==> src/rtl/time_set_ctrl.sv <==
// time_set_ctrl
// Front-panel time-setting sequencer for the wall-clock counter chain.
// In RUN the chain counts freely. A set press freezes the chain, snapshots the
// live time and walks through hour / minute / second editing. A set press on
// the seconds field commits with a single-cycle parallel load. An esc press
// abandons editing without loading.
//
// Optional feature macro: AUTO_REPEAT_EN
//   When defined, a held inc/dec button auto-repeats: the first repeat comes
//   REPEAT_DELAY cycles after the edge step, and further repeats follow every
//   REPEAT_RATE cycles while the button stays held.
//
// Ports:
//   clk, reset        clock, asynchronous active-low reset
//   btn_set/esc/inc/dec  synchronized button levels (rising edge = event)
//   cur_hora/min/seg  live time from the datapath (snapshotted on set)
//   run               count enable to the counter chain
//   load              one-cycle parallel-load strobe
//   ld_hora/min/seg/cs  load values (ld_cs is always 0)
//   sel               edited field: 0 none, 1 hour, 2 minute, 3 second
//   blink             display-blank toggle for the edited field
module time_set_ctrl #(
  parameter int BLINK_DIV    = 50,
  parameter int REPEAT_DELAY = 50,
  parameter int REPEAT_RATE  = 10
) (
  input  logic       clk,
  input  logic       reset,
  input  logic       btn_set,
  input  logic       btn_esc,
  input  logic       btn_inc,
  input  logic       btn_dec,
  input  logic [4:0] cur_hora,
  input  logic [5:0] cur_min,
  input  logic [5:0] cur_seg,
  output logic       run,
  output logic       load,
  output logic [4:0] ld_hora,
  output logic [5:0] ld_min,
  output logic [5:0] ld_seg,
  output logic [6:0] ld_cs,
  output logic [1:0] sel,
  output logic       blink
);

  typedef enum logic [2:0] {S_RUN, S_SET_H, S_SET_M, S_SET_S, S_COMMIT} state_t;

  localparam int BW = $clog2(BLINK_DIV);

  state_t        state, state_nxt;
  logic          set_q, esc_q, inc_q, dec_q;
  logic          set_ev, esc_ev, inc_ev, dec_ev;
  logic          in_set, nxt_in_set, xfer;
  logic          step_up, step_dn;
  logic [BW-1:0] blink_cnt;

  // Wrap-around step of one time field whose largest legal value is top.
  function automatic logic [5:0] step_field(input logic [5:0] v,
                                            input logic [5:0] top,
                                            input logic       up);
    if (up) return (v == top) ? 6'd0 : v + 6'd1;
    else    return (v == 6'd0) ? top : v - 6'd1;
  endfunction

  assign set_ev = btn_set & ~set_q;
  assign esc_ev = btn_esc & ~esc_q;
  assign inc_ev = btn_inc & ~inc_q;
  assign dec_ev = btn_dec & ~dec_q;

  assign in_set     = (state == S_SET_H) || (state == S_SET_M) || (state == S_SET_S);
  assign nxt_in_set = (state_nxt == S_SET_H) || (state_nxt == S_SET_M) ||
                      (state_nxt == S_SET_S);
  // A set/esc event while editing always causes a transition; any step
  // coinciding with it is dropped.
  assign xfer = in_set & (set_ev | esc_ev);

  // State register.
  always_ff @(posedge clk or negedge reset) begin
    // NOTE: sequential state uses non-blocking assignments so every register
    // samples pre-edge values regardless of block ordering.
    if (!reset) state <= S_RUN;
    else        state <= state_nxt;
  end

  // Next-state logic. Esc has priority over set while editing.
  always_comb begin
    // NOTE: default assignment first so no path leaves state_nxt unassigned
    // (which would infer a latch).
    state_nxt = state;
    case (state)
      S_RUN:    if (set_ev) state_nxt = S_SET_H;
      S_SET_H:  if (esc_ev) state_nxt = S_RUN; else if (set_ev) state_nxt = S_SET_M;
      S_SET_M:  if (esc_ev) state_nxt = S_RUN; else if (set_ev) state_nxt = S_SET_S;
      S_SET_S:  if (esc_ev) state_nxt = S_RUN; else if (set_ev) state_nxt = S_COMMIT;
      S_COMMIT: state_nxt = S_RUN;
      default:  state_nxt = S_RUN;
    endcase
  end

  // Outputs decoded from state.
  always_comb begin
    run  = 1'b0;
    load = 1'b0;
    sel  = 2'd0;
    case (state)
      S_RUN:    run  = 1'b1;
      S_SET_H:  sel  = 2'd1;
      S_SET_M:  sel  = 2'd2;
      S_SET_S:  sel  = 2'd3;
      S_COMMIT: load = 1'b1;
      default:  run  = 1'b1;
    endcase
  end

  assign ld_cs = 7'd0;

`ifdef AUTO_REPEAT_EN
  localparam int RW = $clog2((REPEAT_DELAY > REPEAT_RATE) ? REPEAT_DELAY : REPEAT_RATE) + 1;

  logic [RW-1:0] rep_cnt;
  logic          rep_fast;  // first delay has elapsed; now stepping at REPEAT_RATE
  logic          hold_one;
  logic          rep_due;

  assign hold_one = btn_inc ^ btn_dec;
  assign rep_due  = in_set & hold_one & ~inc_ev & ~dec_ev &
                    (rep_cnt == (rep_fast ? RW'(REPEAT_RATE - 1) : RW'(REPEAT_DELAY - 1)));
  assign step_up  = in_set & ~xfer & ((inc_ev & ~dec_ev) | (rep_due & btn_inc));
  assign step_dn  = in_set & ~xfer & ((dec_ev & ~inc_ev) | (rep_due & btn_dec));

  always_ff @(posedge clk or negedge reset) begin
    if (!reset) begin
      rep_cnt  <= '0;
      rep_fast <= 1'b0;
    end else if (!in_set || (state_nxt != state) || !hold_one || inc_ev || dec_ev) begin
      rep_cnt  <= '0;
      rep_fast <= 1'b0;
    end else if (rep_due) begin
      rep_cnt  <= '0;
      rep_fast <= 1'b1;
    end else begin
      rep_cnt  <= rep_cnt + RW'(1);
    end
  end
`else
  assign step_up = in_set & ~xfer & inc_ev & ~dec_ev;
  assign step_dn = in_set & ~xfer & dec_ev & ~inc_ev;
`endif

  // Button history, snapshot/edit of the load values, and the blink divider.
  always_ff @(posedge clk or negedge reset) begin
    if (!reset) begin
      set_q     <= 1'b0;
      esc_q     <= 1'b0;
      inc_q     <= 1'b0;
      dec_q     <= 1'b0;
      ld_hora   <= 5'd0;
      ld_min    <= 6'd0;
      ld_seg    <= 6'd0;
      blink     <= 1'b0;
      blink_cnt <= '0;
    end else begin
      set_q <= btn_set;
      esc_q <= btn_esc;
      inc_q <= btn_inc;
      dec_q <= btn_dec;

      // Out-of-range live values are captured as 0 so editing starts legal.
      if (state == S_RUN && set_ev) begin
        ld_hora <= (cur_hora > 5'd23) ? 5'd0 : cur_hora;
        ld_min  <= (cur_min  > 6'd59) ? 6'd0 : cur_min;
        ld_seg  <= (cur_seg  > 6'd59) ? 6'd0 : cur_seg;
      end else if (step_up || step_dn) begin
        case (state)
          S_SET_H: ld_hora <= 5'(step_field({1'b0, ld_hora}, 6'd23, step_up));
          S_SET_M: ld_min  <= step_field(ld_min, 6'd59, step_up);
          S_SET_S: ld_seg  <= step_field(ld_seg, 6'd59, step_up);
          default: ;
        endcase
      end

      // Entering a field or stepping it shows the value solidly before
      // resuming the blink cadence.
      if (!nxt_in_set) begin
        blink     <= 1'b0;
        blink_cnt <= '0;
      end else if ((state_nxt != state) || step_up || step_dn) begin
        blink     <= 1'b1;
        blink_cnt <= '0;
      end else if (blink_cnt == BW'(BLINK_DIV - 1)) begin
        blink     <= ~blink;
        blink_cnt <= '0;
      end else begin
        blink_cnt <= blink_cnt + BW'(1);
      end
    end
  end

endmodule

==> config.mk <==
export PLATFORM = sky130hd
export DESIGN_NAME = time_set_ctrl
export DESIGN_NICKNAME = d
export VERILOG_FILES = /design/src/rtl/time_set_ctrl.sv
export SDC_FILE = /design/constraint.sdc
export NUM_CORES = 1
export LEC_CHECK = 0
export ABC_AREA = 1
export CORE_MARGIN = 8
export CORE_UTILIZATION = 40
export CTS_CLUSTER_SIZE = 16
export DETAILED_ROUTE_END_ITERATION = 10
export SLEW_MARGIN = 20
export SYNTH_ARGS = -nofsm -noshare
export SYNTH_HDL_FRONTEND = slang
export SYNTH_SLANG_ARGS = --single-unit
export TNS_END_PERCENT = 5
==> constraint.sdc <==
create_clock -name clk -period 1.9 [get_ports clk]
set_input_delay 0.19 -clock clk [delete_from_list [all_inputs] [get_ports clk]]
set_output_delay 0.19 -clock clk [all_outputs]
set_load 0.03 [all_outputs]
Word level (Yosys, flattened, before mapping)
Index checks and enable logic that the tools add are counted.
{"block": "totals", "register_bits": 31, "out_inout_bits": 29, "elab_cells": 110}
{"block": "classes", "n_addsub": 7, "n_lt_le_gt_ge": 3, "n_eq_ne": 13, "muxes": 38, "bitwise": 19, "n_reduce_logical": 20}
{"cell": "6-bit 2-to-1 mux", "n": 17}
{"cell": "5-bit 2-to-1 mux", "n": 7}
{"cell": "3-bit 2-to-1 mux", "n": 7}
{"cell": "6-bit by 1-bit adder with 6-bit output, second input constant", "n": 3}
{"cell": "6-bit == test, second input constant", "n": 3}
{"cell": "3-bit by 2-bit == test with 1-bit output, second input constant", "n": 4}
{"cell": "6-bit greater-than comparator, second input constant", "n": 2}
{"cell": "6-bit zero test", "n": 2}
{"cell": "3-bit case mux with 4 select lines", "n": 1}
{"cell": "6-bit by 1-bit subtractor with 6-bit output, second input constant", "n": 2}
{"cell": "1-bit bitwise AND", "n": 10}
{"cell": "1-bit inverter", "n": 8}
{"cell": "2-bit nonzero test", "n": 4}
{"cell": "1-bit logical OR", "n": 7}
{"cell": "3-bit by 1-bit == test with 1-bit output, second input constant", "n": 2}
{"cell": "2-bit case mux with 3 select lines", "n": 1}
{"cell": "2-bit AND reduction", "n": 3}
{"cell": "5-bit by 1-bit adder with 5-bit output, second input constant", "n": 1}
{"cell": "5-bit == test, second input constant", "n": 1}
{"cell": "5-bit greater-than comparator, second input constant", "n": 1}
{"cell": "5-bit zero test", "n": 1}
{"cell": "1-bit 2-to-1 mux", "n": 5}
{"cell": "5-bit by 1-bit subtractor with 5-bit output, second input constant", "n": 1}
{"cell": "4-bit OR reduction", "n": 1}
{"cell": "6 further kinds", "n": 6}

Depth between registers and ports, before layout
{"block": "logic_depth", "ltp_word": 12, "mapped_depth": 12}

Least setup slack after synthesis
Ideal clock, no wire load.
{"block": "synth_timing", "path_kind": "register to register", "start": "reg ld_min[0]", "end": "reg ld_min[2]", "setup_time_ns": 0.117, "arrival_time_ns": 1.559, "setup_slack_ns": 0.224, "stages_incl_launch_ff": 10, "path_buffers": 0, "path_cell_list": "dfrtp_1 -> inv_1 -> ha_1 -> or2_2 -> nand3_1 -> nand2_1 -> nand3_1 -> nand2_1 -> nand2_1 -> nand2_1"}
{"block": "synth_via", "elab_chain_cells": 6}
{"element": "start: declaration", "line": "39", "text": "output logic [5:0] ld_min,"}
{"element": "start signal: assignment", "line": "171", "text": "ld_min <= (cur_min > 6'd59) ? 6'd0 : cur_min;"}
{"element": "start signal: assignment", "line": "176", "text": "S_SET_M: ld_min <= step_field(ld_min, 6'd59, step_up);"}
{"element": "6-bit by 1-bit subtractor with 6-bit output (tied with other cells)", "line": "62", "text": "else return (v == 6'd0) ? top : v - 6'd1;"}
{"element": "6-bit 2-to-1 mux, on equally long branches", "line": "62, 61"}
{"element": "6-bit 2-to-1 mux (*)", "line": "61", "text": "if (up) return (v == top) ? 6'd0 : v + 6'd1;"}
{"element": "6-bit 2-to-1 mux (*)", "line": "174", "text": "case (state)"}
{"element": "6-bit 2-to-1 mux (*)", "line": "173", "text": "end else if (step_up || step_dn) begin"}
{"element": "6-bit 2-to-1 mux (*)", "line": "169", "text": "if (state == S_RUN && set_ev) begin"}
Every way passes the cells marked *; elsewhere a longest branch is shown, timed or not. The select of a mux whose other input is x is not followed.
A chain may end at the register's enable or synchronous reset.

Worst setup path in the final report
{"block": "layout_timing", "start": "reg ld_seg[3]", "end": "out ld_seg[3]"}
{"element": "start: declaration", "line": "40", "text": "output logic [5:0] ld_seg,"}
{"element": "start signal: assignment", "line": "172", "text": "ld_seg <= (cur_seg > 6'd59) ? 6'd0 : cur_seg;"}
{"element": "start signal: assignment", "line": "177", "text": "S_SET_S: ld_seg <= step_field(ld_seg, 6'd59, step_up);"}
No word-level cell between the ends.

==> flow_summary.ini <==
[status]
status = complete, no violations

[timing]
fin_crit_sh_pct = 91.7
min_period_ns = 1.74
skew_ns = 0.00935
rsz0062_at_grt = no
finalHoldViolCount = 0
fin_ws_ns = 0.158
holdWs_ns = 0.294
slew_violations = 0
max_freq_mhz = 574
setup_viol = 0

[synth]
synth-adder-area-share_pct = 4.82
synth_compound_area_share_pct = 5.35
synth-edff-count = 0
synth_area_um2 = 2590
synth_cells = 413
synthMuxAreaShare_pct = 0
synthFlopType = dfrtp_1
synthXorXnorAreaFrac_pct = 3.71
syn_area_per_cell_um2 = 6.28
ys_seq_area_share_pct = 29.9
yosys.area_share.simple_pct = 45.8
ys_ff_latch = 31
yosysWarnings = 0
synth_top_family_by_area = simple AND/OR/NAND/NOR gates
ys_types = 29
async_reset_ff_share_pct = 100

[final_layout]
utilization_pct = 51.1
syn_to_final_growth_pct = 24.4
num_antenna_cells = 0
layout.nets = 496
drive_above_1_share_pct = 7.97

[critical_path]
rrSetupSlack_ns = 0.22
crit_fanout = 11
crit_path_end_kind = output port
crit_family = buffers and inverters
critical_path_required_ns = 1.71
crit_arrival_ns = 1.55
reg2regPathDepth = 9
cpPeakStageDelay_ns = 0.74
crit_buf_inv = 1
rr_startpoint = state[0]
critPathLaunchType = register
cp_slowest_cell = clkdlybuf4s50_1
critPathKind = register to output port
crit_chain = clkdlybuf4s50_1
r2r-end = ld_seg[4]

[place]
finalWeightedCongestion = 0.830
port-buffer-count = 44
place_ws_ns = -0.00103
dp_hpwl_um = 4930

[die]
fp-row-count = 29
design.core.area_um2 = 6310
pin_count = 52
fp.dieW_um = 96.5
start_util_pct = 41.1
die_area_um2 = 9320
die_h_um = 96.5

[cts]
cts_tree = yes
cts-hold-fix-buffers = 0
cts_buffers = 5
cts.sinks = 31
clk_path_buf_depth = 2
clk_latency_ns = 0.28
root_buffer = clkbuf_8
cts_setup_buffers = 0
path_clk_slew_ns = 0.07
cts_max_level = 2

[grt]
antenna_found_initial = 0
grt_usage_pct = 14.2
grt_max_degree = 32
overflow = 0
grt_pass1_wl_um = 10800
grt_pass1_vias = 2426

[pwr]
clkPwrFrac_pct = 13.0
p_sw_uw = 2200
internal_power_uw = 2260
power.leakage_uw = 0.00173
ir_drop_uv = 696
p_per_area_nw_per_um2 = 1380
p_sw_share_pct = 49.4
seqPwrFrac_pct = 27.7
p_comb_share_pct = 59.3

[routing]
drtPass1Iterations = 4
vias = 2582
viasPerCell = 4.77
post-route-drc-count = 0
drt-total-wl_um = 6350
routedWlPerCell_um = 11.7
drtIter0Drc = 95
ant_nets = 0

[flow_run]
maxCapViolCount = 0

[min_path]
hold_class = input port to async pin
registers in the layout, indices dropped and copies added (netlist names), 3 cells and up:
name	flops
state	3
ld_seg	6
ld_min	6
blink_cnt	6
ld_hora	5
Yosys cell counts (4+ instances only):
| library cell | count | area share [%] |
|---|---|---|
| xor2_1 | 7 | 2.4 |
| ha_1 | 10 | 4.8 |
| dfrtp_1 | 31 | 30 |
| buf_2 | 8 | 1.5 |
| nor3_1 | 7 | 1.4 |
| xnor2_1 | 4 | 1.4 |
| a21oi_1 | 7 | 1.4 |
| buf_4 | 8 | 2.3 |
| o21ai_1 | 5 | 0.96 |
| nor2_1 | 53 | 7.7 |
| inv_1 | 42 | 6.1 |
| nand4_1 | 5 | 1.2 |
| nand3_1 | 40 | 7.7 |
| nand2_1 | 152 | 22 |
| o21ai_0 | 9 | 1.7 |
per-stage QoR:
step | setup TNS (ns) | area (µm²) | power (µW) | cells
finish | 0 | 3230 | 4450 | 541
global route | 0 | 3230 | 4870 | 541
CTS | 0 | 3220 | 4500 | 541
detailed placement | -0.00103 | 3120 | 3900 | 533
global placement | 0 | 3120 | 3880 | 533
floorplan | 0 | 2620 | 3070 | 419
cell usage in the layout, fill, tap and decap left out, types with 9 or more instances in the layout:
cell type,instances
buf_4,10
clkdlybuf4s50_1,40
dfrtp_1,31
ha_1,10
inv_1,42
nand2_1,152
nand3_1,40
nor2_1,53
o21ai_0,9
how the worst max path moves through the flow:
stage                          from           end  slack [ns]  cells past startpoint
after floorplan           ld_min[0]     ld_min[2]        0.22                      9
after global placement      btn_set     ld_seg[3]        0.05                     11
after detailed placement    btn_set  blink_cnt[5]      -0.001                      9
after CTS                  state[0]        sel[0]       0.004                      3
after global routing       state[1]     ld_seg[5]        0.05                      9
final                     ld_seg[3]     ld_seg[3]        0.16                      1
final cells by class:
cell class,instances,area [µm²]
clock buffer,8,100
fill,641,3090
inverter,43,161
multi-input combinational,328,1580
sequential,31,776
tap,77,96.3
timing repair buffer,54,518
power by group through the flow:
stage	Combinational, µW	Clock [µW]	Sequential, µW
global route	2950	632	1280
CTS	2670	599	1230
detailed placement	2660	0	1240
global placement	2630	0	1250
finish	2640	579	1230
floorplan	1640	0	1430
cell families after synthesis:
group	after synthesis
xor gates and xnor gates	11
and+or+nand+nor	276
buffers and inverters	60
AOI/OAI and AO/OA	24
other	1
adders and majority gates	10
DFF	31
what timing repair did:
action                                  CTS  global route
endpoints found under the hold margin     0             0
endpoints found under the setup margin    2             2
resized for setup                         2             2
per-layer routing:
layer  vias up  track usage [%]  share of wire (%)
met2        46             23.4                 47
met1      1151             18.3                 48
li1       1379                -                  -
met4         0             3.78               0.88
met5         -                0                  0
met3         6             3.25                4.4
Power figures use the tool's default switching activity.
==> variant, RTL diff (same settings) <==
The 5 states of `state_t` get a one-hot encoding in 5 bits.
--- a/src/rtl/time_set_ctrl.sv
+++ b/src/rtl/time_set_ctrl.sv
@@ -43,7 +43,7 @@
   output logic       blink
 );
 
-  typedef enum logic [2:0] {S_RUN, S_SET_H, S_SET_M, S_SET_S, S_COMMIT} state_t;
+  typedef enum logic [4:0] {S_RUN = 5'b00001, S_SET_H = 5'b00010, S_SET_M = 5'b00100, S_SET_S = 5'b01000, S_COMMIT = 5'b10000} state_t;
 
   localparam int BW = $clog2(BLINK_DIV);
 
Check against the original RTL: no difference found for any inputs over 10 cycles, from zero or initial values and one cycle with reset low; not proved beyond that.
==> variant against the unedited design <==
  * Critical path type unchanged
  * Register-to-register slack got worse by 0.09 ns
  * Worst setup slack got worse by 0.071 ns
  * Wire length is 8.7% higher
  * Core utilization increased by 1.2 points
  * Via count rose by 2.4%
  * Final area grew 3.6%
  * Final cell count shrank 3.7%
  * Sequential power up 7%
  * Combinational power shrank 5%
  * Largest cell class unchanged
  * Sequential cell count grew 2
  * Synthesized cell count is 6.1% lower
  * Synthesized area is 2.2% higher
  * Power shrank 0.27%
  * Global-route usage up 0.43 points
==> variant: results (changes against the unedited design) <==
pre-CTS setup slack -> -0.0116 ns (was -0.00103 ns)
critical path data arrival time -> 1.62 ns (was 1.55 ns)
Non-CTS buffers -> 57 (was 54)
Seq/total area -> 24.7% (was 24.0%)
Crit path max-delay family -> flip-flops (was buffers and inverters)
Worst VDD drop -> 862 uV (was 696 uV)
DR WL/cell -> 13.3 um (was 11.7 um)
clock group share of total power -> 13.6% (was 13.0%)
R2R Setup Slk -> 0.13 ns (was 0.22 ns)
Mapped Avg Cell Area -> 6.83 um^2 (was 6.28 um^2)
worst hold slack -> 0.300 ns (was 0.294 ns)
first-pass GRT wire length -> 11,800 um (was 10,800 um)
Total Nets Final -> 476 (was 496)
largest net degree at the start of global routing -> 34 (was 32)
largest stage delay on the critical path -> 0.50 ns (was 0.74 ns)
Leakage -> 1.67 nW (was 1.73 nW)
clock sink total -> 33 (was 31)
clock buf count -> 7 (was 8)
worst reg-to-reg path cell count -> 11 (was 9)
Multi-Input Combinational -> 292 (was 328)
Post-Synthesis Cells -> 388 (was 413)
status -> completed (unchanged)
Commonest cells post-synth -> nor2_1 (68), nand2_1 (61), inv_1 (50), dfrtp_1 (32), a21oi_1 (31) (was nand2_1 (152), nor2_1 (53), inv_1 (42), nand3_1 (40), dfrtp_1 (31))
GPL Wtd Cong -> 0.883 (was 0.830)
non-filler instance count after layout -> 521 (was 541)
post-synthesis sequential area ratio -> 31.2% (was 29.9%)
Synth area leaders -> dfrtp_1 (30%), nor2_1 (9.6%), nand2_1 (8.6%) (was dfrtp_1 (30%), nand2_1 (22%), nand3_1 (7.7%))
Layout area overhead -> 26.2% (was 24.4%)
Worst path slowest cell -> dfrtp_1 (was clkdlybuf4s50_1)
Crit Path Max Fanout -> 6 (was 11)
worst clock skew -> 0.0109 ns (was 0.00935 ns)
end of the worst register-to-register path -> ld_hora[1] (was ld_seg[4])
Clock-cell share -> 3.03% (was 3.10%)
drt initial violations -> 109 (was 95)
Area after DPL -> 3220 um^2 (was 3120 um^2)
variant: worst max-delay path by stage:
stage | start | endpoint | depth (start not counted)
floorplan | state[2] | run | 4
global placement | btn_inc | ld_min[2] | 9
detailed placement | btn_set | ld_min[2] | 8
CTS | state[1] | sel[1] | 6
global route | state[1] | blink_cnt[0] | 11
finish | state[1] | sel[0] | 5
variant: metal layers:
| layer | vias up | GRT usage [%] | share of wire, % |
|---|---|---|---|
| met3 | 8 | 3.27 | 3.6 |
| met4 | 0 | 3.61 | 0.97 |
| met5 | - | 0 | 0 |
| met2 | 43 | 25.0 | 48 |
| met1 | 1232 | 18.1 | 47 |
| li1 | 1362 | - | - |
variant: cell families after synthesis:
family,synth area share [%]
and+or+nand+nor,32.0
AOI/OAI and AO/OA,16.9
buffers and inverters,11.4
DFF,31.2
xor gates and xnor gates,3.64
adders and majority gates,4.72
other,0.142
variant: what timing repair did:
item,CTS,global route
endpoints found under the setup margin,3,20
gates resized for setup,3,10
cloned,0,0
pin swaps,0,1
